## src/rtl/cnt_arb_ctrl_if.sv

```systemverilog
// Bus between the timing clients / counter and the round-robin counter arbiter.
interface cnt_arb_ctrl_if;
  logic [1:0] Req;
  logic [7:0] Len0;
  logic [7:0] Len1;
  logic [7:0] CntQ;
  logic [1:0] Gnt;
  logic [1:0] Done;
  logic       Busy;
  logic       Err;
  logic       CEP;
  logic       CET;
  logic       PE;
  logic [7:0] D;

  modport master (
    output Req, Len0, Len1, CntQ,
    input  Gnt, Done, Busy, Err, CEP, CET, PE, D
  );

  modport slave (
    input  Req, Len0, Len1, CntQ,
    output Gnt, Done, Busy, Err, CEP, CET, PE, D
  );
endinterface

```

## src/rtl/cnt_arb_ctrl.sv

```systemverilog
// Two-requester round-robin controller for a shared mod-120 loadable counter.
// Optional watchdog on a stuck counter is enabled by defining CNT_ARB_WDOG_EN.
module cnt_arb_ctrl (
  input  logic          i_Clk,
  input  logic          i_MR,
  cnt_arb_ctrl_if.slave io_bus
);

  typedef enum logic [1:0] {IDLE, LOAD, RUN, DONE} state_t;

  state_t     r_state;
  state_t     w_next;
  logic [1:0] r_gnt;
  logic [1:0] r_done;
  logic       r_busy;
  logic       r_pe;
  logic       r_g;
  logic       r_last;
  logic [7:0] r_lat;

  logic       w_anyReq;
  logic       w_winner;
  logic [7:0] w_lenSel;
  logic [7:0] w_lenClamp;
  logic       w_reqG;
  logic       w_hit;
  logic       w_abort;
  logic       w_wdogTrip;
  logic       w_cep;

  assign w_anyReq = |io_bus.Req;
  assign w_reqG   = io_bus.Req[r_g];
  assign w_hit    = (io_bus.CntQ == (r_lat - 8'd1));
  assign w_abort  = ((r_state == LOAD) || (r_state == RUN)) && !w_reqG;

  // On a tie the requester not served last wins.
  always_comb begin
    w_winner = io_bus.Req[1];
    if (io_bus.Req == 2'b11) w_winner = ~r_last;
  end

  assign w_lenSel = w_winner ? io_bus.Len1 : io_bus.Len0;

  always_comb begin
    w_lenClamp = w_lenSel;
    if (w_lenSel == 8'd0) w_lenClamp = 8'd1;
    else if (w_lenSel > 8'd120) w_lenClamp = 8'd120;
  end

`ifdef CNT_ARB_WDOG_EN
  logic [7:0] r_runCnt;
  logic       r_err;

  // Counts RUN cycles; 121 without a hit means the counter is not responding.
  always_ff @(posedge i_Clk) begin
    if (i_MR) begin
      r_runCnt <= 8'd0;
      r_err    <= 1'b0;
    end else begin
      r_runCnt <= (r_state == RUN) ? r_runCnt + 8'd1 : 8'd0;
      if (w_wdogTrip) r_err <= 1'b1;
    end
  end

  assign w_wdogTrip = (r_state == RUN) && !w_hit && (r_runCnt == 8'd120);
  assign io_bus.Err = r_err;
`else
  assign w_wdogTrip = 1'b0;
  assign io_bus.Err = 1'b0;
`endif

  always_ff @(posedge i_Clk) begin
    if (i_MR) r_state <= IDLE;
    else      r_state <= w_next;
  end

  always_comb begin
    w_next = r_state;
    case (r_state)
      IDLE: if (w_anyReq) w_next = LOAD;
      LOAD: w_next = w_abort ? IDLE : RUN;
      RUN: begin
        if (w_abort || w_wdogTrip) w_next = IDLE;
        else if (w_hit)            w_next = DONE;
      end
      DONE: w_next = IDLE;
      default: w_next = IDLE;
    endcase
  end

  // Enables drop in the same cycle the count reaches its target or the request goes away.
  always_comb begin
    w_cep = (r_state == RUN) && !w_hit && w_reqG;
  end

  always_ff @(posedge i_Clk) begin
    if (i_MR) begin
      r_gnt  <= 2'b00;
      r_done <= 2'b00;
      r_busy <= 1'b0;
      r_pe   <= 1'b1;
      r_g    <= 1'b0;
      r_last <= 1'b1;
      r_lat  <= 8'd1;
    end else begin
      r_busy <= (w_next != IDLE);
      r_pe   <= (w_next != LOAD);
      r_done <= (w_next == DONE) ? (r_g ? 2'b10 : 2'b01) : 2'b00;
      if ((r_state == IDLE) && (w_next == LOAD)) begin
        r_g   <= w_winner;
        r_lat <= w_lenClamp;
        r_gnt <= w_winner ? 2'b10 : 2'b01;
      end else if (w_next == IDLE) begin
        r_gnt <= 2'b00;
      end
      if ((r_state != IDLE) && (w_next == IDLE)) r_last <= r_g;
    end
  end

  assign io_bus.Gnt  = r_gnt;
  assign io_bus.Done = r_done;
  assign io_bus.Busy = r_busy;
  assign io_bus.PE   = r_pe;
  assign io_bus.CEP  = w_cep;
  assign io_bus.CET  = w_cep;
  assign io_bus.D    = 8'h00;

endmodule

```

## src/flat_wrapper.sv

```systemverilog
// flat-port wrapper written by rule: the top's interface ports become plain ports
module cnt_arb_ctrl_flat 
  (i_Clk, i_MR, io_bus_Req, io_bus_Len0, io_bus_Len1, io_bus_CntQ, io_bus_Gnt, io_bus_Done, io_bus_Busy, io_bus_Err, io_bus_CEP, io_bus_CET, io_bus_PE, io_bus_D);
  cnt_arb_ctrl_if io_bus_i ();
  input  logic i_Clk;
  input  logic i_MR;
  input wire logic [$bits(io_bus_i.Req)-1:0] io_bus_Req;
  input wire logic [$bits(io_bus_i.Len0)-1:0] io_bus_Len0;
  input wire logic [$bits(io_bus_i.Len1)-1:0] io_bus_Len1;
  input wire logic [$bits(io_bus_i.CntQ)-1:0] io_bus_CntQ;
  output wire logic [$bits(io_bus_i.Gnt)-1:0] io_bus_Gnt;
  output wire logic [$bits(io_bus_i.Done)-1:0] io_bus_Done;
  output wire logic [$bits(io_bus_i.Busy)-1:0] io_bus_Busy;
  output wire logic [$bits(io_bus_i.Err)-1:0] io_bus_Err;
  output wire logic [$bits(io_bus_i.CEP)-1:0] io_bus_CEP;
  output wire logic [$bits(io_bus_i.CET)-1:0] io_bus_CET;
  output wire logic [$bits(io_bus_i.PE)-1:0] io_bus_PE;
  output wire logic [$bits(io_bus_i.D)-1:0] io_bus_D;
  assign io_bus_i.Req = io_bus_Req;
  assign io_bus_i.Len0 = io_bus_Len0;
  assign io_bus_i.Len1 = io_bus_Len1;
  assign io_bus_i.CntQ = io_bus_CntQ;
  assign io_bus_Gnt = io_bus_i.Gnt;
  assign io_bus_Done = io_bus_i.Done;
  assign io_bus_Busy = io_bus_i.Busy;
  assign io_bus_Err = io_bus_i.Err;
  assign io_bus_CEP = io_bus_i.CEP;
  assign io_bus_CET = io_bus_i.CET;
  assign io_bus_PE = io_bus_i.PE;
  assign io_bus_D = io_bus_i.D;
  cnt_arb_ctrl u_core (.i_Clk(i_Clk), .i_MR(i_MR), .io_bus(io_bus_i));
endmodule
```

## config.mk

```make
export PLATFORM = sky130hd
export DESIGN_NAME = cnt_arb_ctrl_flat
export DESIGN_NICKNAME = d
export VERILOG_FILES = /design/src/rtl/cnt_arb_ctrl_if.sv /design/src/rtl/cnt_arb_ctrl.sv /design/src/flat_wrapper.sv
export SDC_FILE = /design/constraint.sdc
export NUM_CORES = 1
export LEC_CHECK = 0
export CAP_MARGIN = 20
export CORE_MARGIN = 5
export CORE_UTILIZATION = 45
export DETAILED_ROUTE_END_ITERATION = 10
export PLACE_DENSITY = 0.8
export SYNTH_ARGS = -nofsm -noshare
export SYNTH_HDL_FRONTEND = slang
export SYNTH_SLANG_ARGS = --single-unit
```

## constraint.sdc

```tcl
create_clock -name i_Clk -period 3.2 [get_ports i_Clk]
set_input_delay 0.48 -clock i_Clk [delete_from_list [all_inputs] [get_ports i_Clk]]
set_output_delay 0.48 -clock i_Clk [all_outputs]
set_load 0.05 [all_outputs]
```

# == Yosys cells after proc, flatten, opt, wreduce, memory -nomap -nowiden ==
# Cells that the tools add are included.
# word_totals
wordCells,52
in_bits,28
out_inout_bits,17
regBits,18
# classes
reduce_logical,16
bitwise_logic,2
addsub,1
order_cmp,2
n_eq_ne,8
muxes,15
# op_table
cell,count
$mux W8,3
$mux W2,8
$eq A2 B2 Y1 const B,4
$eq A8 B8 Y1,1
$gt A8 B7 Y1 const B,1
$logic_not A8 Y1,1
$pmux W2 S4,1
$sub A8 B1 Y8 const B,1
$reduce_bool A2 Y1,3
$logic_and A1 B1 Y1,5
$eq A2 B1 Y1 const B,2
$logic_not A2 Y1,2
$reduce_or A2 Y1,2
$mux W1,3
$logic_not A1 Y1,2
$lt A1 B2 Y1 const B,1
$ne A2 B1 Y1 const B,1
$not A1 Y1,2
$logic_or A1 B1 Y1,1

# == Depth between registers and ports, before layout ==
# logic_depth
word_depth,9
mapped_depth,11
depth_no_buf,9

# == Least setup slack after synthesis ==
# Ideal clock, no wire load.
# synth_timing
path_kind,register to output
from,register u_core.r_lat[0]
to,output io_bus_CET
t_arrival_ns,2.384
path_stages_with_launch,10
path_buffers,2
t_required_ns,2.720
setup_slack_ns,0.336
path_cell_list,dfxtp_1 -> clkbuf_1 -> inv_1 -> ha_1 -> nor4b_1 -> xnor2_1 -> nor4_4 -> o2111ai_4 -> and3b_1 -> buf_4
# synth_via
elab_chain_cells,5
# synth_rtl
item,line,source
"start, declared",cnt_arb_ctrl.sv:19,logic [7:0] r_lat;
"start signal, assigned",cnt_arb_ctrl.sv:111,r_lat <= w_lenClamp;
$sub A8 B1 Y8,cnt_arb_ctrl.sv:33,assign w_hit = (io_bus.CntQ == (r_lat - 8'd1));
$eq A8 B8 Y1,cnt_arb_ctrl.sv:33,
$logic_not A1 Y1,cnt_arb_ctrl.sv:93,w_cep = (r_state == RUN) && !w_hit && w_reqG;
$logic_and A1 B1 Y1 (2 in a row),cnt_arb_ctrl.sv:93,
"end, declared",flat_wrapper.sv:16,output wire logic [$bits(io_bus_i.CET)-1:0] io_bus_CET;
# Every way passes these cells.

# == Worst setup path in the final report ==
# Same ends and word-level chain as after synthesis.

==> summary by stage <==
Status
The flow ran to the end, and the final reports show no timing, DRC or antenna violations.

Power and ir drop
Combinational logic is responsible for 60.7% of the overall power. The power dissipated by switching net loads is 568.1 uW. For this design the static power due to leakage is 0.6213 nW. The power density of the placed cells is 735.9 nW/um^2. Sequential cells burn 30.2% of the power.

The fraction of power consumed by the clock network is 9.0%. The internal power of the cells totals 652.8 uW. The fraction of power spent switching nets is 46.53%. The peak ir drop on the vdd network is 419.2 uV.

Drt
In the routed design, unresolved DRC markers number 0. In this run the remaining antenna-violating nets after routing total 0. The first-pass iteration count of the detailed router is 4. The overall via count from detail_route is 1144. Wires add up to 2789 um.

The average detailed-routed wire length per instance is 13.47 um. Using the TritonRoute via totals, the vias-per-cell ratio works out to 5.527. The number of DRC markers in iteration 0 is 19.

Clocking
The number of clock buffers added by TritonCTS is 3. The number of H-tree levels is 1. The CTS tree is done. Once the clock tree was built, the resizer swapped 0 gates to a different size. Post-CTS timing repair inserted 0 buffers for setup. Counting along the longest clock path gives a buffer depth of 2. The register clock-pin slew on the reported worst setup and hold paths is 0.09 ns. At the later pin of the worst-skew pair, clock insertion delay measures 0.29 ns.

The CTS sink count is 18. The cell chosen for the clock root is sky130_fd_sc_hd__clkbuf_4. In this run, post-CTS hold repair placed 0 buffers.

Finish
The number of diodes is 0. The fraction of final layout cells sized beyond drive strength 1 is 9.659%. After the last flow step, the layout net total stands at 211. Relative to the synthesized area, the layout overhead comes to 28.74%.

Yosys
During synthesis, Yosys emitted a total of 0 warnings. The number of storage elements in the synthesis netlist is 18. The netlist uses 50 different library cells. After synthesis, the mean cell area works out to 8.950 sq um. The largest area contributor in the synthesized netlist is sky130_fd_sc_hd__dfxtp_1.

Counting flops with an async set or reset pin after synthesis yields a share of 0%. Ranked by total cell area, the synthesized netlist is headed by sky130_fd_sc_hd__dfxtp_1, sky130_fd_sc_hd__buf_4, sky130_fd_sc_hd__mux2i_1. Summing every instance area after synthesis gives 1289 sq um. The number of enable-type register cells in the synthesized netlist is 0. In the synthesized netlist, the number of instances is 144. By count the netlist is led by sky130_fd_sc_hd__dfxtp_1, sky130_fd_sc_hd__buf_4, sky130_fd_sc_hd__nor2_1, sky130_fd_sc_hd__o21ai_0, sky130_fd_sc_hd__xnor2_1. In the synthesized netlist the dominant register cell turns out to be sky130_fd_sc_hd__dfxtp_1. The cell with the most instances after synthesis is sky130_fd_sc_hd__dfxtp_1. The post-synthesis sequential area ratio is 27.96%. The area share of the leading cell type in the synthesized netlist is 27.96%.

GRT
Entering global routing, the biggest net connects 21 pins. The initial antenna violation count is 0. In the global route stage, overall resource usage came out at 14.45%. The global-route wire length before repair is 4809 um. The remaining global-route overflow is 0. The via count of the first global-routing pass was 1147.

Worst setup path
The source of the critical timing path is u_core.r_lat[0]. The capturing element type of the critical path is an output pin. STA classifies the critical path startpoint as a flop. At the worst endpoint, the arrival time is 2.46 ns. In this run the worst path has a maximum fanout of 7. The startpoint identified for the worst register-to-register timing path is u_core.r_lat[0]. The slowest stage of the critical path is the sky130_fd_sc_hd__dfxtp_1 cell. In this design, the stage delay of the slowest critical-path cell is 0.39 ns.

The worst setup path is of the reg -> out kind. STA puts the critical path data required time at 2.72 ns. Traced cell by cell, the critical path runs through inv_1 -> ha_1 -> nor4b_1 -> xnor2_1 -> nor4_4 -> o2111ai_4 -> and3b_1 -> buf_12.

Flow run
The max-capacitance violation count is 0.

STA
The worst hold margin is 0.4902 ns. Setup violations remaining at the end of the flow were counted as 0. In the final timing run, aggregate negative setup slack is 0 ns.

The worst slew slack as a fraction of its limit is 59.81%. Setup repair after global routing left no endpoint under its margin. For the finished layout, the period the worst path requires is 2.941 ns. For the pin with the worst max-slew slack, the measured transition is 0.6010 ns.

In the finished design, the share of the clock period the worst path needs comes to 91.92%. The max-slew violation count is 0. The clock arrives with 0.002933 ns of skew. The count of final hold-check violations is 0. The highest attainable clock frequency is 340.0 MHz.

Placement
The routability-driven placement congestion ratio is 0.7799. During placement, the flow inserted port buffers numbering 35. The HPWL after detailed placement is 2340 um.

Floorplanning
The area enclosed by the die boundary is 4034 sq um. 45 I/O pins were placed. The floorplan has 19 rows. The starting density of the core is 46.73%. In this run the vertical extent of the chip is 63.52 um. The width of the chip is 63.52 um.

The core region is 2758 sq um.

Hold path
The path class of the tightest hold or removal check is reg -> reg. The launch instance of the worst min-delay path is u_core.r_lat[7].
-- per-layer routing --
metal | part of all wire [%] | GRT usage, % | vias up
met5 | 0 | 0 | -
li1 | - | - | 571
met3 | 6.3 | 3.020 | 5
met4 | 2.6 | 7.792 | 0
met2 | 50 | 24.62 | 34
met1 | 41 | 16.61 | 534
-- stage by stage --
step / instance area (sq um) / setup slack [ns] / utilization, % / power (mW) / instances
after floorplan: 1319 / 0.3360 / - / 0.9488 / 152
after global placement: 1637 / 0.4703 / 59.35 / 1.093 / 204
after detailed placement: 1637 / 0.4258 / 59.35 / 1.114 / 204
after CTS: 1659 / 0.2512 / 60.16 / 1.228 / 207
after global routing: 1659 / 0.09295 / 60.16 / 1.313 / 207
final: 1659 / 0.2587 / 60.16 / 1.221 / 207
-- worst paths after layout --
check                         end  cells after the start  slack (ns)
hold / removal    u_core.r_lat[7]                      1        0.49
setup / recovery       io_bus_CET                      8        0.26
setup reg to reg  u_core.r_lat[0]                      9        0.59
hold reg to reg   u_core.r_lat[7]                      1        0.49
-- power groups by stage --
stage,logic [mW],clock network (mW),registers (mW)
5_1_grt,0.808,0.124,0.381
4_1_cts,0.743,0.116,0.369
3_3_place_gp,0.721,0,0.372
6_report,0.741,0.110,0.369
3_5_place_dp,0.740,0,0.374
2_1_floorplan,0.533,0,0.416
-- area by class of cell --
type / instances / area [sq um]
Tap cell: 31 / 38.79
Sequential cell: 18 / 360.3
Multi-Input combinational cell: 114 / 840.8
Inverter: 5 / 18.77
Fill cell: 250 / 1099
Timing Repair Buffer: 36 / 377.9
Clock buffer: 3 / 22.52
-- cell families after synthesis --
group,share of synthesized area (%)
other,0.2910
and+or+nand+nor,18.64
xor gates and xnor gates,6.797
muxes,7.185
adders and majority gates,4.854
DFF,27.96
AOI/OAI and AO/OA,25.15
buffers and inverters,9.126
-- registers in the layout (all words and copies together), names as in the netlist --
name and count:
u_core.r_state 2, u_core.io_bus.Done 2, u_core.io_bus.PE 1, u_core.r_last 1, u_core.r_lat 8, u_core.io_bus.Gnt 2, u_core.r_g 1, u_core.io_bus.Busy 1
-- layout by cell type (no fill, tap or decap), types with 5 or more instances in the layout --
| cell | netlist | routed |
|---|---|---|
| sky130_fd_sc_hd__conb_1 | 1 | 9 |
| sky130_fd_sc_hd__nor2_1 | 11 | 11 |
| sky130_fd_sc_hd__inv_1 | 5 | 5 |
| sky130_fd_sc_hd__a21oi_1 | 5 | 5 |
| sky130_fd_sc_hd__o21ai_0 | 9 | 9 |
| sky130_fd_sc_hd__clkdlybuf4s50_1 | 0 | 33 |
| sky130_fd_sc_hd__ha_1 | 5 | 5 |
| sky130_fd_sc_hd__nand2_1 | 7 | 7 |
| sky130_fd_sc_hd__mux2i_1 | 7 | 7 |
| sky130_fd_sc_hd__xnor2_1 | 8 | 8 |
| sky130_fd_sc_hd__dfxtp_1 | 18 | 18 |
-- worst max-delay path, delay by kind of cell (launching register included) --
kind,cells,cell delay [ns]
adders and majority gates,1,0.24
DFF,1,0.39
AOI/OAI and AO/OA,1,0.31
and+or+nand+nor,3,0.74
buffers and inverters,2,0.26
xor gates and xnor gates,1,0.22
Power figures use the tool's default switching activity.
